<file path="src/rtl/fixed_point_coprocessor.sv">
// Signed Q-format coprocessor: ADD/SUB (2 cycles), radix-2 shift-add MUL, restoring SQRT.
// Optional build macro FPU_SATURATE_EN clamps ADD/SUB/MUL overflow instead of wrapping.
module fixed_point_coprocessor #(
  parameter int WIDTH = 32,
  parameter int FBITS = 10
) (
  input  logic             clk,
  input  logic             reset_n,
  input  logic             start,
  input  logic [1:0]       operation,
  input  logic [WIDTH-1:0] operand_1,
  input  logic [WIDTH-1:0] operand_2,
  output logic [WIDTH-1:0] result,
  output logic             ready,
  output logic             busy,
  output logic             overflow
);

  localparam int RW = WIDTH + FBITS;
  localparam int NS = RW / 2;
  localparam logic [6:0] MUL_LAST  = 7'(WIDTH);
  localparam logic [6:0] SQRT_LAST = 7'(NS);
  localparam logic [WIDTH-1:0] MAX_POS = {1'b0, {(WIDTH-1){1'b1}}};
  localparam logic [WIDTH-1:0] MIN_NEG = {1'b1, {(WIDTH-1){1'b0}}};

  typedef enum logic [2:0] {
    IDLE   = 3'd0,
    ADDSUB = 3'd1,
    MUL    = 3'd2,
    SQRT   = 3'd3,
    DONE   = 3'd4
  } state_t;

  state_t state, state_next;

  logic [1:0]       op_q;
  logic [WIDTH-1:0] a_q, b_q, mcand;
  logic             neg_q;
  logic [2*WIDTH-1:0] prod;
  logic [RW-1:0]    rad;
  logic [NS+1:0]    rem;
  logic [NS-1:0]    root;
  logic [6:0]       cnt;

  logic             accept, finish;
  logic [WIDTH-1:0] a_abs, b_abs;
  logic [WIDTH:0]   add_sum, psum;
  logic [WIDTH-1:0] mul_mag, mul_val;
  logic             mul_above, mul_at, mul_low, mul_ovf;
  logic [NS+3:0]    minu, subt;
  logic [NS+1:0]    diff;
  logic [WIDTH-1:0] res_calc, final_res;
  logic             ovf_calc;

  always_ff @(posedge clk or negedge reset_n) begin
    if (!reset_n) state <= IDLE;
    else          state <= state_next;
  end

  always_comb begin
    state_next = state;
    busy       = 1'b0;
    ready      = 1'b0;
    accept     = 1'b0;
    finish     = 1'b0;
    case (state)
      IDLE: begin
        if (start) begin
          accept = 1'b1;
          case (operation)
            2'b00, 2'b01: state_next = ADDSUB;
            2'b10:        state_next = MUL;
            default:      state_next = SQRT;
          endcase
        end
      end
      ADDSUB: begin
        busy       = 1'b1;
        finish     = 1'b1;
        state_next = DONE;
      end
      MUL: begin
        busy = 1'b1;
        if (cnt == MUL_LAST) begin
          finish     = 1'b1;
          state_next = DONE;
        end
      end
      SQRT: begin
        busy = 1'b1;
        if (cnt == SQRT_LAST) begin
          finish     = 1'b1;
          state_next = DONE;
        end
      end
      DONE: begin
        busy       = 1'b1;
        ready      = 1'b1;
        state_next = IDLE;
      end
      default: state_next = IDLE;
    endcase
  end

  assign a_abs   = operand_1[WIDTH-1] ? -operand_1 : operand_1;
  assign b_abs   = operand_2[WIDTH-1] ? -operand_2 : operand_2;
  assign add_sum = op_q[0] ? ({a_q[WIDTH-1], a_q} - {b_q[WIDTH-1], b_q})
                           : ({a_q[WIDTH-1], a_q} + {b_q[WIDTH-1], b_q});
  assign psum    = {1'b0, prod[2*WIDTH-1:WIDTH]} + (prod[0] ? {1'b0, mcand} : '0);

  // Overflow of floor(product / 2^FBITS) judged on the magnitude: a negative
  // result may reach exactly -2^(WIDTH-1) only when no fraction bits are lost.
  assign mul_above = |prod[2*WIDTH-1:WIDTH+FBITS];
  assign mul_at    = prod[WIDTH+FBITS-1];
  assign mul_low   = |prod[WIDTH+FBITS-2:0];
  assign mul_ovf   = neg_q ? (mul_above | (mul_at & mul_low)) : (mul_above | mul_at);
  assign mul_mag   = prod[WIDTH+FBITS-1:FBITS];
  assign mul_val   = neg_q ? -mul_mag : mul_mag;

  assign minu = {rem, rad[RW-1 -: 2]};
  assign subt = {2'b00, root, 2'b01};
  assign diff = minu[NS+1:0] - subt[NS+1:0];

  always_comb begin
    res_calc = '0;
    ovf_calc = 1'b0;
    case (op_q)
      2'b00, 2'b01: begin
        res_calc = add_sum[WIDTH-1:0];
        ovf_calc = add_sum[WIDTH] ^ add_sum[WIDTH-1];
      end
      2'b10: begin
        res_calc = mul_val;
        ovf_calc = mul_ovf;
      end
      default: begin
        res_calc = a_q[WIDTH-1] ? '0 : WIDTH'(root);
        ovf_calc = a_q[WIDTH-1];
      end
    endcase
  end

`ifdef FPU_SATURATE_EN
  logic sat_neg;
  assign sat_neg   = (op_q == 2'b10) ? neg_q : add_sum[WIDTH];
  assign final_res = (ovf_calc && op_q != 2'b11) ? (sat_neg ? MIN_NEG : MAX_POS) : res_calc;
`else
  assign final_res = res_calc;
`endif

  always_ff @(posedge clk or negedge reset_n) begin
    if (!reset_n) begin
      op_q     <= '0;
      a_q      <= '0;
      b_q      <= '0;
      mcand    <= '0;
      neg_q    <= 1'b0;
      prod     <= '0;
      rad      <= '0;
      rem      <= '0;
      root     <= '0;
      cnt      <= '0;
      result   <= '0;
      overflow <= 1'b0;
    end else begin
      if (accept) begin
        op_q  <= operation;
        a_q   <= operand_1;
        b_q   <= operand_2;
        neg_q <= operand_1[WIDTH-1] ^ operand_2[WIDTH-1];
        mcand <= b_abs;
        prod  <= {{WIDTH{1'b0}}, a_abs};
        rad   <= {operand_1, {FBITS{1'b0}}};
        rem   <= '0;
        root  <= '0;
        cnt   <= '0;
      end else if (state == MUL && !finish) begin
        prod <= {psum, prod[WIDTH-1:1]};
        cnt  <= cnt + 1'b1;
      end else if (state == SQRT && !finish) begin
        if (minu >= subt) begin
          rem  <= diff;
          root <= {root[NS-2:0], 1'b1};
        end else begin
          rem  <= minu[NS+1:0];
          root <= {root[NS-2:0], 1'b0};
        end
        rad <= rad << 2;
        cnt <= cnt + 1'b1;
      end
      if (finish) begin
        result   <= final_res;
        overflow <= ovf_calc;
      end
    end
  end

endmodule

</file>
<file path="config.mk">
export PLATFORM = sky130hd
export DESIGN_NAME = fixed_point_coprocessor
export DESIGN_NICKNAME = d
export VERILOG_FILES = /design/src/rtl/fixed_point_coprocessor.sv
export SDC_FILE = /design/constraint.sdc
export NUM_CORES = 1
export LEC_CHECK = 0
export CORE_AREA = 2 2 264 162
export DETAILED_ROUTE_END_ITERATION = 8
export DIE_AREA = 0 0 266 164
export PLACE_DENSITY_LB_ADDON = 0.12
export SYNTH_ARGS = -nofsm -noshare
export SYNTH_HDL_FRONTEND = slang
export SYNTH_SLANG_ARGS = --single-unit
</file>
<file path="constraint.sdc">
create_clock -name clk -period 4.7 [get_ports clk]
set_input_delay 1.175 -clock clk [delete_from_list [all_inputs] [get_ports clk]]
set_output_delay 1.175 -clock clk [all_outputs]
set_load 0.02 [all_outputs]
</file>
==> results of run 1 <==
area by class of cell:
type | instances | area [um^2] | share of cell area (%)
inverter | 75 | 282 | 1.34
clock buffer | 42 | 856 | 4.06
timing repair buffer | 147 | 1430 | 6.78
sequential | 281 | 7030 | 33.4
clock inverter | 8 | 104 | 0.493
multi-input combinational | 1707 | 10700 | 50.8
tap | 540 | 676 | 3.21
per-stage QoR:
step                      cell area [um^2]  power [mW]  setup TNS [ns]  util (%)  hold slack (ns)
after floorplan                      18400        11.3               0         -            0.438
after global placement               20100        15.4               0      48.7            0.450
after detailed placement             20100        15.5               0      48.7            0.456
after CTS                            21000        18.0               0      51.0            0.470
after global routing                 21100        19.7         -0.0133      51.1            0.489
final                                21100        18.5               0      51.1            0.463
where the power goes:
part	internal [mW]	leakage [nW]	switching, mW	total [mW]
combinational	4.22	5.40	7.45	11.7
sequential	3.41	3.57	0.962	4.37
clock	1.37	0.471	1.04	2.41
total	9.00	9.44	9.46	18.5
registers in the layout, indices dropped and copies added (netlist names), 2 cells and up:
name and count:
result 32, root 21, a_q 32, b_q 32, rem 23, state 3, mcand 31, cnt 7
prod 64, op_q 2, rad 32
cells in the mapped netlist (all sizes together), types with 16 or more instances:
| master | number |
|---|---|
| xnor2 | 94 |
| a31oi | 27 |
| o31ai | 31 |
| clkbuf | 92 |
| inv | 75 |
| nor4 | 16 |
| or3 | 22 |
| nor3 | 30 |
| a21oi | 110 |
| buf | 19 |
| o41ai | 17 |
| and3 | 17 |
| a21o | 40 |
| nand3 | 89 |
| and2 | 35 |
| xor2 | 98 |
| nor2 | 73 |
| a22oi | 61 |
| or4 | 18 |
| ha | 94 |
| dfrtp | 281 |
| nand2 | 411 |
| o21ai | 231 |
routing by layer:
metal | wire (um) | vias to the layer above | GRT usage [%] | part of all wire (%)
met1 | 30900 | 8061 | 44.9 | 51
met2 | 22900 | 523 | 36.2 | 38
met3 | 5740 | 62 | 7.96 | 9.5
met4 | 759 | 0 | 3.86 | 1.3
met5 | 0 | - | 0 | 0
li1 | - | 7919 | - | -
worst max-delay path, cell delays in order, from the launching register on:
cell,delay [ns]
dfrtp_1,0.45
inv_1,0.11
ha_1,0.26
nor2_1,0.14
xnor2_1,0.10
ha_1,0.36
o21ai_0,0.09
a21oi_1,0.46
o21ai_0,0.37
o21ai_0,0.64
a21oi_1,0.18
buf_4,0.21
a2111o_1,0.37
o311ai_2,0.09
buf_4,0.16
xnor2_1,0.06
o311ai_1,0.27
worst max-delay path by stage:
stage	start	endpoint	slack, ns	cells after the start
4_1_cts	b_q[5]	overflow	0.02	18
3_5_place_dp	b_q[5]	overflow	0.03	18
3_3_place_gp	b_q[5]	overflow	0.10	18
6_report	b_q[0]	overflow	0.27	16
2_1_floorplan	b_q[16]	overflow	0.43	16
5_1_grt	b_q[5]	overflow	-0.01	17
cells by family after synthesis:
kind of cell	Yosys count	synth area share, %
simple gates	772	19.5
compound gates	636	22.0
flops	281	38.3
xor+xnor	192	9.16
buf+inv	186	3.80
fa+ha+maj	96	6.62
mux	11	0.606
what timing repair did:
item / in CTS / in global routing
setup buffers: 0 / 1
resized for setup: 0 / 12
endpoints found under the setup margin: 0 / 7
==> run metrics, run 1 <==
global-route wire length before repair=92700 um; drt pass-1 iters=7; pre-CTS WS=0.0273 ns; Placed Instances=2749; Worst Path Required=5.18 ns; commonest non-fill, non-tap cells in the layout=nand2_1, dfrtp_1, o21ai_0; clk_lat worst skew=0.60 ns; Yosys reg bits=281; vias in the first global route=15269; final hold vios=0; Core Footprint=0.0412 mm^2; initial core utilization=44.6%; hold path depth=2; R2R Setup Slk=0.27 ns; input/output buffers=103; # setup viols final=0; min-delay worst type=register to register; Die Y=164 um; cells after synthesis=2174; syn_area_per_cell=8.45 um^2; Synthesis Warnings=0; Hold Path Origin=rad[19]; routed wire length per instance=21.5 um; CTS Root Cell=clkbuf_16; Synth top area share=38.3%; hold-fix buffer count after cts=0; Antenna Nets Post-Route=0; syn_nets=2339; CTS tree=done; Yosys cell types=77; power density over cell area=876 mW/mm^2; fin cells=2800; max-slew violation count=0; RR Endpoint=overflow; Tmin final=4.43 ns; transition time of the tightest slew-check pin=1.15 ns; area leader, netlist=dfrtp_1; RD Place Congestion=0.962; die area=0.0436 mm^2; placed wire-length estimate=45500 um; Max Cap Violations=0; crit path kind=register to register; nets=2407; FP Rows=58; routed vias=16565; launch point of the worst reg-to-reg path=b_q[0]; number of vias per cell=5.92; maximum VDD drop=0.809 mV; gr usage total=27.7%; Synth area leaders=dfrtp_1, nand2_1, ha_1; headroom to the max-slew limit=23.0%; largest net degree at the start of global routing=135; Reg2Reg Depth=16; die width=266 um; Longest Clk Path Bufs=3; area grow syn2layout=14.8%; layout cell share with drive strength beyond 1=5.49%; register area share after synthesis=38.3%; crit share post-route=94.3%; DRC=0; final wirelength=60300 um; Clock Skew=0.0194 ns; Clock Sinks=281; worst setup margin=0.267 ns; most common cell after layout, fill and taps aside=nand2_1; Crit. End Element=register; Max Fanout on Critical Path=5; number of buffers created by CTS=30; maximum clock frequency=0.226 GHz; final global-route overflow total=0; htree depth=1; Post-Syn Area=0.0184 mm^2; Post-synth EDFFs=0; initial antenna violation count=3; FILL cells=3944; Post-synth ARST share=100%; ys flop type=dfrtp_1; Worst EP arrival=4.91 ns; # IOs=104; clock slew at reported path FFs=0.06 ns; outcome=complete, no violations; ANT cells=0; LEAKAGE=9.44 nW; Setup crit start kind=register; Initial DRC Count=1597; Min-Delay Endpoint=rad[19]
Power figures use the tool's default switching activity.
==> run 2: changes to the inputs <==
CORE_AREA = 4 4 266 164   (was 2 2 264 162)
DIE_AREA = 0 0 270 168   (was 0 0 266 164)
==> run 2 against run 1 <==
  * Non-clock buffer count fell by 1
  * Sequential power barely moved
  * Combinational power about the same
  * Sequential share of layout area shrank 0.37 points
  * Fmax decreased by 0.95%
  * First-iteration DRC count rose by 18%
==> run metrics, run 2 (synthesized netlist as in run 1, its figures left out) <==
Clock Skew=0.0168 ns (-0.00267 ns); Antenna Nets Post-Route=0 (unchanged); Max Fanout on Critical Path=5 (unchanged); placed wire-length estimate=46000 um (+1.1%); # IOs=104 (unchanged); DRC=0 (unchanged); Worst EP arrival=4.95 ns (+0.04 ns); Largest delay share family, worst path=simple AND/OR/NAND/NOR gates; max reg flops=64 (unchanged); number of vias per cell=5.99 (+1.3%); launch point of the worst reg-to-reg path=b_q[5]; input/output buffers=103 (unchanged); largest net degree at the start of global routing=103 (-24%); metal2 WL=23100 um (+0.48%); number of buffers created by CTS=30 (unchanged); drt pass-1 iters=6 (-1); initial antenna violation count=1 (-2); Longest Clk Path Bufs=3 (unchanged); hold path depth=2 (unchanged); R2R Setup Slk=0.22 ns (-0.04 ns); routed wire length per instance=21.5 um (-0.11%); maximum clock frequency=0.223 GHz (-0.95%); crit share post-route=95.2% (+0.91 points); ANT cells=0 (unchanged); Slowest-stage cell, CP=or4_1; outcome=complete, no violations; area grow syn2layout=16.1%; die width=270 um (+1.5%); Most flops, register=prod; Max Cap Violations=0 (unchanged); min-delay worst type=register to register; final hold vios=0 (unchanged); layout cell share with drive strength beyond 1=5.74% (+0.26 points); power density over cell area=877 mW/mm^2 (+0.11%); gr usage total=25.9% (-1.8 points); crit-path cells=or4_1 -> nor3b_1 -> and2_1 -> nor2b_1 -> nor2_1 -> xnor2_1 -> ha_1 -> a21oi_1 -> o21ai_0 -> o41ai_2 -> and3b_1 -> a21oi_2 -> a21oi_1 -> o311ai_2 -> buf_4 -> xnor2_1 -> o311ai_1; Min-Delay Endpoint=rad[19]; vias in the first global route=15596 (+2.1%); CTS tree=done; CP max stage delay=0.55 ns (-0.09 ns); WP buf/inv=1 (-2); Tmin final=4.48 ns (+0.0427 ns); RR Endpoint=overflow; Setup crit start kind=register; Worst Path Required=5.18 ns (about the same); RD Place Congestion=0.931 (-3.2%); LEAKAGE=9.55 nW (+1.2%); overall power=18.7 mW (+1.2%); cell area after layout=0.0213 mm^2 (+1.1%); crit path kind=register to register; TNS Setup=0 ns (unchanged); max-slew violation count=0 (unchanged); Cell Area, Placed=0.0201 mm^2 (about the same); Die Y=168 um (+2.4%); clock slew at reported path FFs=0.06 ns (about the same); Initial DRC Count=1885 (+18%); htree depth=1 (unchanged); Top Metal Used=met4; metal3 WL=5940 um (+3.5%); headroom to the max-slew limit=28.2% (+5.2 points); Reg2Reg Depth=17 (+1); Crit. End Element=register; die area=0.0454 mm^2 (+4.0%); global-route wire length before repair=93100 um (+0.43%); clk_lat worst skew=0.58 ns (-0.02 ns); Fin Hold WS=0.467 ns (+0.00460 ns); Core Footprint=0.0413 mm^2 (+0.18%); transition time of the tightest slew-check pin=1.07 ns (-0.0770 ns); nets=2406 (-0.042%); # setup viols final=0 (unchanged); FP Rows=58 (unchanged); Clock Sinks=281 (unchanged); maximum VDD drop=0.782 mV (-3.3%); most common cell after layout, fill and taps aside=nand2_1; FILL cells=3850 (-2.4%); Hold Path Origin=rad[19]; met1 WL=30500 um (-1.1%); routed vias=16805 (+1.4%); final global-route overflow total=0 (unchanged); initial core utilization=44.5% (-0.078 points); commonest non-fill, non-tap cells in the layout=nand2_1, dfrtp_1, o21ai_0; CTS Root Cell=clkbuf_16; final wirelength=60300 um (about the same)
-- run 2: report_power, final --
group | internal (mW) | switching (mW)
combinational | 4.11 | 7.33
clock | 1.82 | 1.07
sequential | 3.40 | 0.954
-- run 2: worst max path at each step --
stage                 start       end  slack [ns]  cells after the start
floorplan           b_q[16]  overflow        0.43                     16
global placement     b_q[5]  overflow      -0.007                     17
detailed placement  b_q[16]  overflow       -0.11                     17
CTS                 b_q[16]  overflow        0.10                     17
global route         b_q[5]  overflow       -0.01                     17
finish               b_q[5]  overflow        0.22                     17
-- run 2: through the flow --
step | instances | utilization (%) | setup slack (ns)
floorplan | 2174 | - | 0.435
global placement | 2749 | 48.6 | -0.00693
detailed placement | 2749 | 48.6 | -0.111
CTS | 2804 | 51.5 | 0.102
global route | 2804 | 51.6 | -0.0142
finish | 2804 | 51.6 | 0.224
-- run 2: worst min-delay path, stage by stage, from the launching register on --
cell and delay, ns:
dfrtp_1 0.34, nand2_1 0.05, nand2_1 0.05
-- run 2: what timing repair did --
action,in CTS,in global routing
pin swaps,0,0
gates resized for setup,3,7
endpoints found under the setup margin,2,5
buffers inserted,0,0
hold buffers,0,0
-- run 2: final cells by class --
class                   instances  area, um^2  share of cell area (%)
repair buffers                146        1430                    6.73
flip-flops and latches        281        7030                    33.0
clock buffers                  38         842                    3.95
inverters                      75         282                    1.32
clock inverters                17         349                    1.64
multi-input cells            1707       10700                    50.2
well taps                     540         676                    3.17
-- run 2: routing by layer --
metal | global-route usage [%] | vias to the layer above
li1 | - | 7911
met1 | 42.3 | 8195
met2 | 34.1 | 629
met3 | 7.32 | 70
met4 | 3.24 | 0
met5 | 0 | -
==> run 3: changes to the inputs <==
CAP_MARGIN = 20   (was unset)
CORE_AREA = 3 3 252 155   (was 4 4 266 164)
DIE_AREA = 0 0 255 158   (was 0 0 270 168)
==> run 3 against run 2 <==
  * Power shrank 1.4%
  * Cell area shrank 0.77%
  * Register-to-register slack barely moved
  * Flip-flop and latch count stayed put
  * Final cell count is 2.3% lower
  * Clock-buffer cell count rose by 3
  * Hold slack about the same
  * Non-clock buffer count down 4
  * Highest routed layer is now met5
  * Routed wire length fell by 1.8%
==> run metrics, run 3 (synthesized netlist as in run 1, its figures left out) <==
initial antenna violation count=2 (+1); Crit. End Element=register; fin cells=2739 (-2.3%); internal power=9.20 mW (-1.4%); final wirelength=59300 um (-1.8%); Clock Power Share=14.9% (-0.5 points); layout cell share with drive strength beyond 1=5.44% (-0.30 points); area grow syn2layout=15.2%; Max Cap Violations=0 (unchanged); maximum clock frequency=0.224 GHz (+0.14%); CTS Root Cell=clkbuf_16; Tmin final=4.47 ns (-0.00615 ns); routed vias=16799 (-0.036%); Clock Sinks=281 (unchanged); Max Fanout on Critical Path=7 (+2); met3 Resource Use GR=8.72% (+1.4 points); cell area after layout=0.0212 mm^2 (-0.77%); commonest non-fill, non-tap cells in the layout=nand2_1, dfrtp_1, o21ai_0; global-route wire length before repair=91400 um (-1.9%); drt pass-1 iters=8 (+2); most common cell after layout, fill and taps aside=nand2_1; Core Footprint=0.0365 mm^2 (-12%); max-slew violation count=0 (unchanged); FP Rows=54 (-6.9%); M2 GR Usage=38.5% (+4.4 points); outcome=complete, no violations; TNS Setup=0 ns (unchanged); clk_lat worst skew=0.59 ns (about the same); Placed Instances=2680 (-2.5%); min-delay worst type=register to register; crit share post-route=95.1% (-0.13 points); switching share of power=50.1% (about the same); headroom to the max-slew limit=28.9% (+0.71 points); DRC=0 (unchanged); Clock Skew=0.0274 ns (+0.0107 ns); unrepaired setup endpoints after global routing=no; combinational group share of total power=61.2% (about the same); Setup crit start kind=register; Seq pwr share=23.9% (+0.6 points); number of buffers created by CTS=30 (unchanged); global routing's busiest layer=met1; power density over cell area=871 mW/mm^2 (-0.64%); vias in the first global route=15433 (-1.0%); die width=255 um (-5.6%); final hold vios=0 (unchanged); routed wire length per instance=21.6 um (+0.54%); # IOs=104 (unchanged); RD Place Congestion=0.960 (+3.0%); initial core utilization=50.3% (+5.9 points); LEAKAGE=9.50 nW (-0.50%); FILL cells=3272 (-15%); hold-fix buffer count after cts=0 (unchanged); htree depth=1 (unchanged); max reg flops=64 (unchanged); Psw=9.22 mW (-1.4%); input/output buffers=103 (unchanged); transition time of the tightest slew-check pin=1.06 ns (-0.0107 ns); number of vias per cell=6.13 (+2.3%); Longest Clk Path Bufs=3 (unchanged); nets=2402 (-0.17%); maximum VDD drop=0.726 mV (-7.1%); Initial DRC Count=1727 (-8.4%); # setup viols final=0 (unchanged); crit path kind=register to register; Most flops, register=prod; Worst Path Required=5.15 ns (-0.03 ns); CTS tree=done; largest net degree at the start of global routing=134 (+30%); final global-route overflow total=0 (unchanged); Antenna Nets Post-Route=0 (unchanged); die area=0.0403 mm^2 (-11%); M1 GR Usage=47.0% (+4.8 points); gr usage total=29.3% (+3.4 points); Die Y=158 um (-6.0%); placed wire-length estimate=44500 um (-3.4%); clock slew at reported path FFs=0.06 ns (about the same); Worst EP arrival=4.92 ns (-0.03 ns); fin util=58.0% (+6.4 points); Cell Area, Placed=0.0200 mm^2 (-0.55%)
## run 3: changes by cell type in the layout (fill, tap and decap cells not counted), moves of 2 or more
cell / previous run / this run
buf_4: 37 / 33
bufinv_16: 10 / 8
clkbuf_1: 3 / 6
clkinv_4: 2 / 0
diode_2: 0 / 2
## run 3: layout make-up
cell class | instances | area [um^2] | share of cell area (%)
Antenna cell | 2 | 5.00 | 0.0237
Clock inverter | 15 | 292 | 1.38
Clock buffer | 41 | 842 | 3.98
Sequential cell | 281 | 7030 | 33.2
Timing Repair Buffer | 142 | 1410 | 6.67
Multi-Input combinational cell | 1707 | 10700 | 50.6
Tap cell | 476 | 596 | 2.82
Inverter | 75 | 282 | 1.33
## run 3: worst paths after layout
kind,cells past startpoint,slack (ns),startpoint,endpoint
max,17,0.23,b_q[5],result[26]
min,2,0.47,rad[12],rad[12]
max reg2reg,17,0.23,b_q[5],result[26]
min reg2reg,2,0.47,rad[12],rad[12]
max in group asynchronous,2,3.13,reset_n,prod[34]
min in group asynchronous,1,0.48,reset_n,rem[10]
## run 3: routing by layer
layer | vias up | wire (um)
met1 | 8153 | 29300
met5 | - | 9
li1 | 7899 | -
met3 | 66 | 6360
met2 | 679 | 22700
met4 | 2 | 826
## run 3: power groups by stage
stage	Sequential [mW]	Combinational, mW	Clock (mW)
floorplan	4.17	7.09	0
global placement	4.37	10.5	0
detailed placement	4.41	10.7	0
CTS	4.37	10.8	2.79
global route	4.52	12.2	2.88
finish	4.40	11.3	2.75
## run 3: critical path, stage by stage (launching register included)
cell and delay [ns]:
dfrtp_1 0.42, or4_1 0.57, nor4_1 0.21, buf_4 0.18, and2_1 0.29, a21oi_1 0.14, xnor2_1 0.16, ha_1 0.35
a211oi_1 0.41, o21ai_0 0.16, o211ai_1 0.18, o22ai_1 0.11, a21oi_1 0.21, buf_4 0.18, o21ai_0 0.11, xnor2_1 0.29
o221ai_1 0.19, o21a_1 0.18
## run 3: through the flow
step | hold WS (ns) | power, mW | setup slack [ns]
after floorplan | 0.438 | 11.3 | 0.435
after detailed placement | 0.456 | 15.1 | 0.0167
final | 0.467 | 18.4 | 0.231
after CTS | 0.470 | 17.9 | 0.0916
after global placement | 0.451 | 14.9 | 0.143
after global routing | 0.492 | 19.6 | 0.000963
## run 3: timing repair
action                     CTS  global route
setup endpoints to repair    1             4
buffers inserted             0             1
pin swaps                    0             1
resized for setup            1             5
